`config.mk`:
```
export PLATFORM = sky130hd
export DESIGN_NAME = dot_matrix_scanner
export DESIGN_NICKNAME = d
export VERILOG_FILES = /design/src/rtl/dm_pkg.sv /design/src/rtl/tick_sync.sv /design/src/rtl/dot_matrix_scanner.sv
export SDC_FILE = /design/constraint.sdc
export NUM_CORES = 1
export LEC_CHECK = 0
export CAP_MARGIN = 20
export CELL_PAD_IN_SITES_DETAIL_PLACEMENT = 1
export CELL_PAD_IN_SITES_GLOBAL_PLACEMENT = 2
export CORE_ASPECT_RATIO = 0.7
export CORE_MARGIN = 2
export CORE_UTILIZATION = 41
export CTS_CLUSTER_DIAMETER = 30
export DETAILED_ROUTE_END_ITERATION = 8
export GPL_ROUTABILITY_DRIVEN = 0
export PLACE_DENSITY_LB_ADDON = 0.1
export SYNTH_ARGS = -nofsm -noshare
export SYNTH_HDL_FRONTEND = slang
export SYNTH_SLANG_ARGS = --single-unit
```
`constraint.sdc`:
```
create_clock -name clk -period 6.1 [get_ports clk]
set_input_delay 0.915 -clock clk [delete_from_list [all_inputs] [get_ports clk]]
set_output_delay 0.915 -clock clk [all_outputs]
set_load 0.005 [all_outputs]
```
`src/rtl/dm_pkg.sv`:
```
`timescale 1ns/1ps
// dm_pkg
//   Shared definitions for the dot matrix scan driver: default matrix
//   geometry, the scan state encoding and a row one-hot decoder.
package dm_pkg;

  localparam int DM_ROWS     = 8;
  localparam int DM_COLS     = 8;
  // Widest row vector the onehot helper can produce.
  localparam int DM_MAX_ROWS = 32;

  typedef enum logic [0:0] {
    ST_BLANK = 1'b0,
    ST_SHOW  = 1'b1
  } dm_state_e;

  function automatic logic [DM_MAX_ROWS-1:0] onehot(input logic [4:0] row);
    return DM_MAX_ROWS'(1) << row;
  endfunction

endpackage

```
`src/rtl/tick_sync.sv`:
```
`timescale 1ns/1ps
// tick_sync
//   Brings the divider's scan clock into the system clock domain and turns
//   each rising edge into a single-cycle pulse. The pulse is registered, so
//   it appears on the third clk edge after async_in rises.
// Ports
//   clk       in   system clock
//   rst       in   asynchronous reset, active-high
//   async_in  in   asynchronous level input
//   pulse_out out  one-cycle pulse per rising edge of async_in
module tick_sync (
  input  logic clk,
  input  logic rst,
  input  logic async_in,
  output logic pulse_out
);

  logic meta;
  logic sync;
  logic sync_d;

  always_ff @(posedge clk or posedge rst) begin
    if (rst) begin
      meta      <= 1'b0;
      sync      <= 1'b0;
      sync_d    <= 1'b0;
      pulse_out <= 1'b0;
    end else begin
      meta      <= async_in;
      sync      <= meta;
      sync_d    <= sync;
      pulse_out <= sync & ~sync_d;
    end
  end

endmodule

```
`src/rtl/dot_matrix_scanner.sv`:
```
`timescale 1ns/1ps
// dot_matrix_scanner
//   Row-multiplexed scan driver for an LED dot matrix. Each row is preceded
//   by a blanking gap (all rows off) and then lit for a fixed number of scan
//   ticks. Pixel data comes from a two-bank frame store: writes always go to
//   the back bank, and a requested swap takes effect at the next frame wrap.
// Ports
//   clk         in   system clock
//   rst         in   asynchronous reset, active-high
//   tick_in     in   scan clock from the divider, asynchronous level
//   wr_en       in   write one row word into the back bank
//   wr_row      in   row address for the write; values >= ROWS are ignored
//   wr_data     in   row pixels, bit i = column i, 1 = LED on
//   swap_req    in   one-cycle request to swap banks at the next frame wrap
//   swap_ack    out  high in the cycle whose clock edge performs the swap
//   row_sel     out  one-hot row enable, all zero while blanking
//   col_data    out  column drive for the selected row
//   frame_start out  one-cycle pulse when row 0 becomes lit
module dot_matrix_scanner
  import dm_pkg::*;
#(
  parameter int ROWS        = DM_ROWS,
  parameter int COLS        = DM_COLS,
  parameter int BLANK_TICKS = 1,
  parameter int ON_TICKS    = 4
) (
  input  logic                     clk,
  input  logic                     rst,
  input  logic                     tick_in,
  input  logic                     wr_en,
  input  logic [$clog2(ROWS):0]    wr_row,
  input  logic [COLS-1:0]          wr_data,
  input  logic                     swap_req,
  output logic                     swap_ack,
  output logic [ROWS-1:0]          row_sel,
  output logic [COLS-1:0]          col_data,
  output logic                     frame_start
);

  localparam int RW      = $clog2(ROWS);
  // The write address carries one extra bit so that addresses past the last
  // row are representable and can be rejected rather than aliasing.
  localparam int RA_W    = RW + 1;
  localparam int CNT_MAX = (BLANK_TICKS > ON_TICKS) ? BLANK_TICKS : ON_TICKS;
  localparam int CW      = $clog2(CNT_MAX + 1);

  localparam logic [CW-1:0]   ON_LAST    = CW'(ON_TICKS - 1);
  localparam logic [CW-1:0]   BLANK_LAST = CW'((BLANK_TICKS > 0) ? BLANK_TICKS - 1 : 0);
  localparam logic [RW-1:0]   ROW_LAST   = RW'(ROWS - 1);
  localparam logic [RA_W-1:0] ROWS_A     = RA_W'(ROWS);

  dm_state_e       state, state_n;
  logic [RW-1:0]   row, row_n;
  logic [CW-1:0]   cnt, cnt_n;
  logic            front, front_n;
  logic            pending, pending_n;
  logic            load_col;
  logic            tick;

  logic [COLS-1:0] bank [0:1][0:ROWS-1];

  tick_sync u_tick_sync (
    .clk       (clk),
    .rst       (rst),
    .async_in  (tick_in),
    .pulse_out (tick)
  );

  // A request seen in the wrap cycle is kept as the new pending flag, so it
  // is served at the following wrap instead of being lost.
  always_comb begin
    state_n   = state;
    row_n     = row;
    cnt_n     = cnt;
    front_n   = front;
    pending_n = pending | swap_req;
    load_col  = 1'b0;
    swap_ack  = 1'b0;
    case (state)
      ST_BLANK: begin
        if (BLANK_TICKS == 0) begin
          state_n = ST_SHOW;
          cnt_n   = '0;
        end else if (tick) begin
          if (cnt == BLANK_LAST) begin
            state_n = ST_SHOW;
            cnt_n   = '0;
          end else begin
            cnt_n = cnt + 1'b1;
          end
        end
      end
      ST_SHOW: begin
        if (tick) begin
          if (cnt == ON_LAST) begin
            state_n  = ST_BLANK;
            cnt_n    = '0;
            load_col = 1'b1;
            if (row == ROW_LAST) begin
              row_n = '0;
              if (pending) begin
                front_n   = ~front;
                swap_ack  = 1'b1;
                pending_n = swap_req;
              end
            end else begin
              row_n = row + 1'b1;
            end
          end else begin
            cnt_n = cnt + 1'b1;
          end
        end
      end
      default: begin
        state_n = ST_BLANK;
      end
    endcase
  end

  // Row enables are registered from the next state so that only one bit can
  // change per edge and the blank gap always separates two lit rows.
  always_ff @(posedge clk or posedge rst) begin
    if (rst) begin
      state       <= ST_BLANK;
      row         <= '0;
      cnt         <= '0;
      front       <= 1'b0;
      pending     <= 1'b0;
      row_sel     <= '0;
      frame_start <= 1'b0;
    end else begin
      state       <= state_n;
      row         <= row_n;
      cnt         <= cnt_n;
      front       <= front_n;
      pending     <= pending_n;
      row_sel     <= (state_n == ST_SHOW) ? ROWS'(onehot(5'(row_n))) : '0;
      frame_start <= (state == ST_BLANK) && (state_n == ST_SHOW) && (row_n == '0);
    end
  end

  // Writes target the bank that is currently in the back. In the wrap cycle
  // that is the bank about to become the front, so the data shows up in the
  // frame that starts there.
  always_ff @(posedge clk or posedge rst) begin
    if (rst) begin
      for (int b = 0; b < 2; b++) begin
        for (int r = 0; r < ROWS; r++) begin
          bank[b][r] <= '0;
        end
      end
    end else if (wr_en && (wr_row < ROWS_A)) begin
      bank[~front][wr_row[RW-1:0]] <= wr_data;
    end
  end

  // Column data is only reloaded when a blank gap begins, and it reads the
  // bank that will be in front after this edge.
  always_ff @(posedge clk or posedge rst) begin
    if (rst) begin
      col_data <= '0;
    end else if (load_col) begin
      col_data <= bank[front_n][row_n];
    end
  end

endmodule

```
==> results.txt <==
status: finished, final reports clean
Syn. warnings: 0
Crit Path Max Fanout: 45
leading area contributor after synthesis: dfrtp_1
# H-tree levels: 4
gr usage total: 0.225
Data arrival, critical path: 4.32 ns
Avg Cell Area, Syn: 11.8 um^2
antenna cell count: 0
aggregate routed wire length: 19400 um
leak pwr: 3.68 nW
count of cell types in the netlist: 38
final setup fails: 0
post-route ant nets: 0
via/cell ratio: 5.57
Vias: 4859
commonest cells in the netlist: dfrtp_1 (158), mux2_2 (128), nand2_1 (93)
Iter 0 DRT Violations: 303
critical path class: flop to flop
Post-CTS Setup Bufs: 0
Setup WS pre-CTS: 2.14 ns
overflow left after global routing: 0
WL per Instance: 22.2 um
Setup WS post-layout: 2.08 ns
Least-Margin Pin Slew: 1.02 ns
first-pass GRT wire length: 30800 um
CP max stage delay: 0.83 ns
DPL Wire Length: 12800 um
CTS tree: yes
area grow syn2layout: 15.6%
Site Rows: 40
Pwr Density: 345 nW/um^2
root buf cell: clkbuf_16
Data required, critical path: 6.40 ns
Final nets: 652
fin crit share: 0.659
Synth Register Bits: 158
WL met1: 9770 um
clk_lat worst skew: 0.43 ns
clock tree buffer depth: 2
count leader, synth: dfrtp_1
total power: 2.84 mW
largest net degree at the start of global routing: 109
fmax: 0.249 GHz
top sig layer: met4
maximum vdd drop: 0.173 mV
DIE WIDTH: 162 um
final core occ: 0.482
CP startpoint kind: flop
sw frac: 0.299
crit end category: flop
switching power: 0.850 mW
Die Ht: 114 um
ratio of cells with drive above 1 in the final layout: 0.270
Post-synth EDFFs: 0
Worst Hold Slack: 0.361 ns
initial core utilization: 0.417
Yosys top cell area share: 0.554
Hold Violations, Final: 0
FILL cells: 1830
PostCTS Resize Cnt: 0
WL met2: 8700 um
ordered cell list for the critical path: ha_1, ha_1, and3_1, nand3_2, xor2_4, inv_4, nand2_1, a21oi_1, o41ai_1, o21ai_1
routed wl met3: 737 um
Top cell by count, worst path: ha_1
ys flop type: dfrtp_1
initial antenna violation count: 0
register area share after synthesis: 0.554
sequential power share: 0.450
drc violations: 0
Cell Area, Synth: 7140 um^2
clock transition at the registers of the reported paths: 0.07 ns
clk sinks: 158
number of global-route vias before repair: 5183
Core Box Area: 17100 um^2
Buffers on Ports: 34
CTS Buf Count: 17
crit path max-delay cell type: and3_1
io pins: 35
Max-cap violations: 0
Area contributors post-synth: dfrtp_1 (55%), mux2_2 (20%), nand2_1 (4.9%)
Post-Syn Nets: 627
hold_buf cts: 0
RSZ-0062 raised after global routing: no
worst hold path class: flop to flop
Pins Over Slew Limit: 0
async set-reset flop share out of synthesis: 1.00
Comb pwr share: 0.171
drt pass-1 iters: 4
Cell Int Power: 1.99 mW
fin crit period: 4.02 ns
clock group share of total power: 0.379
Total Die Area: 18500 um^2
Post-Syn Instances: 603
clk_skew: 0.00938 ns
setup tns final: 0 ns
Max-Slew Margin vs Limit: 0.319
-- layout make-up --
cell class | instances | area (um^2) | share of cell area
Tap cell | 231 | 289 | 0.0350
Timing Repair Buffer | 38 | 390 | 0.0473
Clock buffer | 17 | 425 | 0.0516
Multi-Input combinational cell | 403 | 2990 | 0.362
Sequential cell | 158 | 3950 | 0.479
Inverter | 10 | 45.0 | 0.00546
Clock inverter | 15 | 161 | 0.0196
-- cell families (layout without fill, tap and decap cells) --
logic type / after synthesis / after routing / share of synthesized area
buffers and inverters: 42 / 80 / 0.0277
XOR/XNOR: 1 / 1 / 0.00386
adder cells (fa/ha/maj): 7 / 7 / 0.0123
multiplexers: 145 / 145 / 0.226
AND/OR/NAND/NOR: 167 / 167 / 0.107
flip-flops: 158 / 158 / 0.554
AO/OA/AOI/OAI: 83 / 83 / 0.0696
-- state kept, by name, indices dropped and copies added, names as in the netlist --
signal,count
pending,1
u_tick_sync.sync_d,1
row_sel,8
col_data,8
state,1
row,3
u_tick_sync.meta,1
front,1
bank,128
u_tick_sync.sync,1
u_tick_sync.pulse_out,1
cnt,3
frame_start,1
-- power by group through the flow --
stage,combinational (mW),sequential (mW),clock [mW]
floorplan,0.300,1.27,0
global placement,0.467,1.29,0
detailed placement,0.487,1.30,0
CTS,0.490,1.28,1.10
global route,0.537,1.30,1.15
finish,0.486,1.28,1.08
-- final timing paths --
path / startpoint / end / slack [ns] / depth (start not counted)
worst max register to register: cnt[0]$_DFFE_PP0P_ / col_data[4]$_DFFE_PP0P_ / 2.08 / 10
worst max-delay path: cnt[0]$_DFFE_PP0P_ / col_data[4]$_DFFE_PP0P_ / 2.08 / 10
max in group asynchronous: rst / bank[23]$_DFFE_PP0P_ / 4.30 / 3
worst min register to register: u_tick_sync.meta$_DFF_PP0_ / u_tick_sync.sync$_DFF_PP0_ / 0.36 / 0
min in group asynchronous: rst / bank[116]$_DFFE_PP0P_ / 0.83 / 2
worst min-delay path: u_tick_sync.meta$_DFF_PP0_ / u_tick_sync.sync$_DFF_PP0_ / 0.36 / 0
-- per-layer routing --
| layer | up-vias | track usage |
|---|---|---|
| met5 | - | 0 |
| li1 | 2185 | - |
| met3 | 19 | 0.0453 |
| met1 | 2578 | 0.330 |
| met4 | 0 | 0.0566 |
| met2 | 77 | 0.346 |
-- critical path, delay by kind of cell, from the launching register on --
family          cells  cell delay (ns)
compound gates      3             0.84
buf+inv             1             0.39
flops               1             0.35
xor+xnor            1             0.62
simple gates        3             1.23
fa+ha+maj           2             0.39
-- placed cells by master (no fill, tap or decap), types with 3 or more instances in the layout --
cell and instances:
dfrtp_1 158, mux2_2 128, nand2_1 93, a21oi_1 39, clkdlybuf4s50_1 34, nor2_1 18
mux2i_1 17, clkbuf_16 17, nor3_1 12, nand3_1 11, a221oi_1 10, nor4_1 9
inv_1 8, o21ai_1 8, o22ai_1 8, ha_1 7, nor2b_1 6, and3_1 6
a31oi_1 6, inv_6 6, clkinvlp_4 4, o21ai_0 3, a211oi_1 3, o41ai_1 3
buf_4 3
-- metrics by stage --
step | area, um^2 | cells
final | 8250 | 872
after detailed placement | 7640 | 839
after CTS | 8220 | 871
after global placement | 7640 | 839
after floorplan | 7140 | 603
after global routing | 8250 | 872
No activity file was read; power rests on OpenSTA's default activity.
